$ cat src/rtl/fifo_uart_pkg.sv
// Shared definitions for the FIFO-fed UART transmitter: FSM state codes and
// the frame-length helper.
package fifo_uart_pkg;

    localparam logic [2:0] S_IDLE   = 3'd0;
    localparam logic [2:0] S_FETCH  = 3'd1;
    localparam logic [2:0] S_LATCH  = 3'd2;
    localparam logic [2:0] S_START  = 3'd3;
    localparam logic [2:0] S_DATA   = 3'd4;
    localparam logic [2:0] S_PARITY = 3'd5;
    localparam logic [2:0] S_STOP   = 3'd6;

    // Clock cycles from the first START cycle through the last STOP cycle.
    function automatic int frame_clks(int clks_per_bit, int data_w, int parity_en);
        return (2 + data_w + parity_en) * clks_per_bit;
    endfunction

endpackage

$ cat src/rtl/uart_baud_tick.sv
// Bit-period counter: runs 0..CLKS_PER_BIT-1 and flags the last cycle of each
// bit. A clear forces the count back to zero on the next edge.
module uart_baud_tick #(
    parameter int CLKS_PER_BIT = 16
) (
    input  logic clk,
    input  logic rst,
    input  logic clr_i,
    output logic tick_o
);
    localparam int CW = $clog2(CLKS_PER_BIT);
    localparam logic [CW-1:0] LAST = CW'(CLKS_PER_BIT - 1);

    logic [CW-1:0] cnt_q, cnt_d;

    always_comb begin
        cnt_d = cnt_q + 1'b1;
        if (clr_i || (cnt_q == LAST)) begin
            cnt_d = '0;
        end
    end

    always_ff @(posedge clk or posedge rst) begin
        if (rst) begin
            cnt_q <= '0;
        end else begin
            cnt_q <= cnt_d;
        end
    end

    assign tick_o = (cnt_q == LAST);

endmodule

$ cat src/rtl/fifo_uart_tx.sv
// Drains a sync FIFO one byte at a time and serialises each byte as
// start / data LSB-first / optional even parity / stop on the tx pin.
module fifo_uart_tx
    import fifo_uart_pkg::*;
#(
    parameter int CLKS_PER_BIT = 16,
    parameter int DATA_W       = 8,
    parameter int PARITY_EN    = 0
) (
    input  logic              clk,
    input  logic              rst,
    input  logic              fifo_empty,
    output logic              fifo_rd_en,
    input  logic [DATA_W-1:0] fifo_rd_data,
    output logic              tx,
    output logic              busy,
    output logic              tx_done,
    output logic [15:0]       byte_cnt
);
    localparam int IDX_W = $clog2(DATA_W + 1);
    localparam logic [IDX_W-1:0] LAST_IDX = IDX_W'(DATA_W - 1);

    logic [2:0]        state_q, state_d;
    logic [DATA_W-1:0] shift_q, shift_d;
    logic              par_q, par_d;
    logic [IDX_W-1:0]  idx_q, idx_d;
    logic [15:0]       cnt_q, cnt_d;
    logic              tick;
    logic              baud_clr;

    // Every state change restarts the bit period, so START begins at count 0.
    assign baud_clr = (state_d != state_q);

    uart_baud_tick #(
        .CLKS_PER_BIT(CLKS_PER_BIT)
    ) u_baud (
        .clk   (clk),
        .rst   (rst),
        .clr_i (baud_clr),
        .tick_o(tick)
    );

    always_ff @(posedge clk or posedge rst) begin
        if (rst) begin
            state_q <= S_IDLE;
        end else begin
            state_q <= state_d;
        end
    end

    always_comb begin
        state_d = state_q;
        case (state_q)
            S_IDLE:   if (!fifo_empty) state_d = S_FETCH;
            S_FETCH:  state_d = S_LATCH;
            S_LATCH:  state_d = S_START;
            S_START:  if (tick) state_d = S_DATA;
            S_DATA: begin
                if (tick && (idx_q == LAST_IDX)) begin
                    state_d = (PARITY_EN != 0) ? S_PARITY : S_STOP;
                end
            end
            S_PARITY: if (tick) state_d = S_STOP;
            S_STOP:   if (tick) state_d = S_IDLE;
            default:  state_d = S_IDLE;
        endcase
    end

    always_comb begin
        tx         = 1'b1;
        fifo_rd_en = 1'b0;
        busy       = (state_q != S_IDLE);
        tx_done    = 1'b0;
        case (state_q)
            S_FETCH:  fifo_rd_en = 1'b1;
            S_START:  tx = 1'b0;
            S_DATA:   tx = shift_q[0];
            S_PARITY: tx = par_q;
            S_STOP:   tx_done = tick;
            default:  tx = 1'b1;
        endcase
    end

    // Read data is valid during LATCH, one cycle after the FETCH pop.
    always_comb begin
        shift_d = shift_q;
        par_d   = par_q;
        idx_d   = idx_q;
        cnt_d   = cnt_q;
        if (state_q == S_LATCH) begin
            shift_d = fifo_rd_data;
            par_d   = ^fifo_rd_data;
            idx_d   = '0;
        end else if ((state_q == S_DATA) && tick) begin
            shift_d = shift_q >> 1;
            idx_d   = idx_q + 1'b1;
        end
        if ((state_q == S_STOP) && tick) begin
            cnt_d = cnt_q + 16'd1;
        end
    end

    always_ff @(posedge clk or posedge rst) begin
        if (rst) begin
            idx_q <= '0;
            cnt_q <= '0;
        end else begin
            idx_q <= idx_d;
            cnt_q <= cnt_d;
        end
    end

    always_ff @(posedge clk) begin
        shift_q <= shift_d;
        par_q   <= par_d;
    end

    assign byte_cnt = cnt_q;

endmodule

$ cat config.mk
export PLATFORM = sky130hd
export DESIGN_NAME = fifo_uart_tx
export DESIGN_NICKNAME = d
export VERILOG_FILES = /design/src/rtl/fifo_uart_pkg.sv /design/src/rtl/uart_baud_tick.sv /design/src/rtl/fifo_uart_tx.sv
export SDC_FILE = /design/constraint.sdc
export NUM_CORES = 1
export LEC_CHECK = 0
export CORE_MARGIN = 4
export CORE_UTILIZATION = 45
export DETAILED_ROUTE_END_ITERATION = 7
export DONT_BUFFER_PORTS = 1
export GPL_TIMING_DRIVEN = 1
export SYNTH_ARGS = -nofsm -noshare
export SYNTH_HDL_FRONTEND = slang
export SYNTH_SLANG_ARGS = --single-unit
$ cat constraint.sdc
create_clock -name clk -period 5.1 [get_ports clk]
set_clock_uncertainty 0.05 [all_clocks]
set_input_delay 1.02 -clock clk [delete_from_list [all_inputs] [get_ports clk]]
set_output_delay 1.02 -clock clk [all_outputs]
set_load 0.01 [all_outputs]
==> flow_metrics.py <==
metrics = {
    "global_route": {
        "overflow": 0,
        "first_global_vias": 1128,
        "grt_usage_pct": 14.1,
        "grt_pass1_wl_mm": 5.55,
        "grt_start_max_net_pins": 28,
        "antenna_found_initial": 0,
    },
    "timing": {
        "rsz0062_at_grt": "false",
        "worstMarginPinSlew_ns": 1.11,
        "slew_headroom_pct": 25.0,
        "period_needed_ns": 2.64,
        "max_clock_freq_mhz": 379,
        "fin_tns_setup_ns": 0,
        "period_share_pct": 51.7,
        "maxSlewViolCount": 0,
        "hold_viol": 0,
        "whs_ns": 0.412,
        "setup_viol": 0,
    },
    "yosys": {
        "syn-cell-area_um2": 1770,
        "syn_area_per_cell_um2": 11.6,
        "yosysTopAreaCellShare_pct": 38.1,
        "yosysTopAreaCell": "dfrtp_1",
        "ys_seq_area_share_pct": 53.4,
        "synth_cells": 153,
        "yosys_warnings": 0,
        "ys_async_sr_fraction_pct": 75.0,
        "syn_nets": 167,
        "synth_compound_area_share_pct": 3.88,
        "yosys-top-cells-area": "dfrtp_1, edfxtp_1, xnor2_1, mux2_2, xor2_1",
        "synth_edf_count": 9,
        "synth_top_family_by_area": "simple AND/OR/NAND/NOR gates",
        "synth-simple-area-share_pct": 18.1,
        "synthAdderAreaFrac_pct": 2.12,
        "synth-seq-cells": 36,
        "synth.distinct_cells": 35,
        "synth.area.mux_share_pct": 5.65,
        "yosys_most_used_dff": "dfrtp_1",
        "synth_xor_area_share_pct": 13.3,
    },
    "drt": {
        "drt_first_iter_violations": 30,
        "first_pass_iters": 2,
        "wl_met3_um": 236,
        "via_count": 1109,
        "top_layer": "met4",
        "wl_met2_mm": 1.53,
        "ant_nets": 0,
        "wl_met1_mm": 1.34,
        "vias_per_cell": 5.46,
        "avgRoutedWirePerCell_um": 15.8,
        "postRouteWirelength_mm": 3.21,
        "drc": 0,
    },
    "critical_path": {
        "cp_data_arrival_time_ns": 1.57,
        "endpoint": "tx",
        "crit_type": "flip-flop to primary output",
        "slowest_stage": "dfrtp_1",
        "r2r_cells": 4,
        "crit_chain": "nand2b_1, o21ai_0, a21oi_1",
        "cpPeakStageDelay_ns": 0.49,
        "r2r-start": "u_baud.cnt_q[0]$_DFF_PP0_",
        "path_max_fanout": 10,
        "start_kind": "flip-flop",
        "crit_path_end_kind": "primary output",
        "required_ns": 4.03,
        "reg2reg_to": "shift_q[0]$_DFFE_PP_",
        "critPathLaunch": "state_q[1]$_DFF_PP0_",
        "ff2ff_setup_slack_ns": 2.91,
    },
    "place": {
        "portBuffers": 0,
        "gp_congestion": 0.820,
        "place_hpwl_mm": 2.33,
    },
    "finish": {
        "antenna_cells": 0,
        "syn_to_final_growth_pct": 6.99,
        "num-nets-final": 168,
        "drive_gt1_share_pct": 14.8,
    },
    "pwr": {
        "p_leak_nw": 0.798,
        "pwr_density_cell_nw_per_um2": 295,
        "irDropWorstVdd_v": 0.000148,
    },
    "floorplanning": {
        "die_area_um2": 5000,
        "initial_core_util_pct": 47.3,
        "dieHeight_um": 70.7,
        "ios": 31,
        "rows": 22,
        "fp.dieW_um": 70.7,
        "core-area_um2": 3740,
    },
    "clock_tree": {
        "h-tree-depth": 2,
        "clock_latency_ns": 0.29,
        "cts_made_buffers": 5,
        "ctsResizeCount": 0,
        "cts.sinks": 36,
        "hold_buffers": 0,
        "cts_setup_buffers": 0,
        "root_buffer": "clkbuf_8",
        "clk_pin_slew_ns": 0.07,
        "cts_tree": "done",
        "max-clock-path-buffers": 2,
    },
    "run_status": {
        "outcome": "finished clean",
    },
    "run": {
        "drv_cap": 0,
    },
    "worst_hold_path": {
        "hp-start": "u_baud.cnt_q[0]$_DFF_PP0_",
        "hp-class": "flip-flop to flip-flop",
    },
}
## cells by family after synthesis
family / after synthesis
simple gates: 56
compound gates: 12
flops: 36
xor+xnor: 27
fa+ha+maj: 3
mux: 9
buf+inv: 10
## worst max-delay path: cells and delay by family (launching register included)
| kind | cells | cell delay, ns |
|---|---|---|
| AOI/OAI and AO/OA | 2 | 0.42 |
| DFF | 1 | 0.49 |
| and+or+nand+nor | 1 | 0.37 |
## cell usage after synthesis, types with 4 or more instances
| master | number |
|---|---|
| buf_4 | 4 |
| dfrtp_1 | 27 |
| edfxtp_1 | 9 |
| inv_1 | 4 |
| mux2_2 | 8 |
| nand2_1 | 8 |
| nand3_1 | 5 |
| nand4_1 | 6 |
| nor2_1 | 14 |
| o21ai_0 | 6 |
| xnor2_1 | 20 |
| xor2_1 | 7 |
## per-stage QoR
stage,utilization [%],std cells,instance area (µm²),worst slack (ns),power [mW]
floorplan,-,153,1770,2.99,0.314
global placement,47.7,195,1790,2.83,0.316
detailed placement,47.7,195,1790,2.78,0.316
CTS,50.6,203,1900,2.46,0.564
global route,50.6,203,1900,2.29,0.581
finish,50.6,203,1900,2.46,0.558
## report_power, final
group / leakage [nW] / internal, mW / total (mW) / switching (mW)
clock: 0.0585 / 0.145 / 0.249 / 0.104
combinational: 0.300 / 0.00642 / 0.0144 / 0.00803
sequential: 0.440 / 0.295 / 0.295 / 0
## per-layer routing
layer	vias to the layer above	global-route usage (%)
met4	0	6.26
met5	-	0
li1	536	-
met1	534	16.1
met2	28	22.2
met3	11	6.82
## layout make-up
class	instances	area, µm²
clock buffer	5	68.8
inverter	4	15.0
clock inverter	3	41.3
fill	352	1850
multi-input combinational	107	764
tap	48	60.1
sequential	36	946
## how the worst min path moves through the flow
stage / end / slack, ns / cells past startpoint
after floorplan: u_baud.cnt_q[0]$_DFF_PP0_ / 0.38 / 1
after CTS: u_baud.cnt_q[0]$_DFF_PP0_ / 0.41 / 1
after detailed placement: u_baud.cnt_q[0]$_DFF_PP0_ / 0.40 / 1
final: u_baud.cnt_q[0]$_DFF_PP0_ / 0.41 / 1
after global routing: u_baud.cnt_q[0]$_DFF_PP0_ / 0.43 / 1
after global placement: u_baud.cnt_q[0]$_DFF_PP0_ / 0.39 / 1
## flip-flops by register name (all words and copies together), names as in the netlist
signal	flops
byte_cnt	16
shift_q	8
state_q	3
idx_q	4
par_q	1
u_baud.cnt_q	4
## placed cells by master, fill, tap and decap left out, drive strengths merged, types with 2 or more instances in the layout
cell type / instances
clkbuf: 5
xor2: 7
ha: 3
xnor2: 20
nand2: 8
nand4: 6
a21oi: 3
o21ai: 6
nor3: 3
and4: 2
mux2: 8
nand2b: 2
nor4: 2
nor2: 15
and3: 4
nor2b: 2
or3: 2
inv: 5
dfrtp: 27
nand3: 5
edfxtp: 9
(Power assumes the default switching activity.)
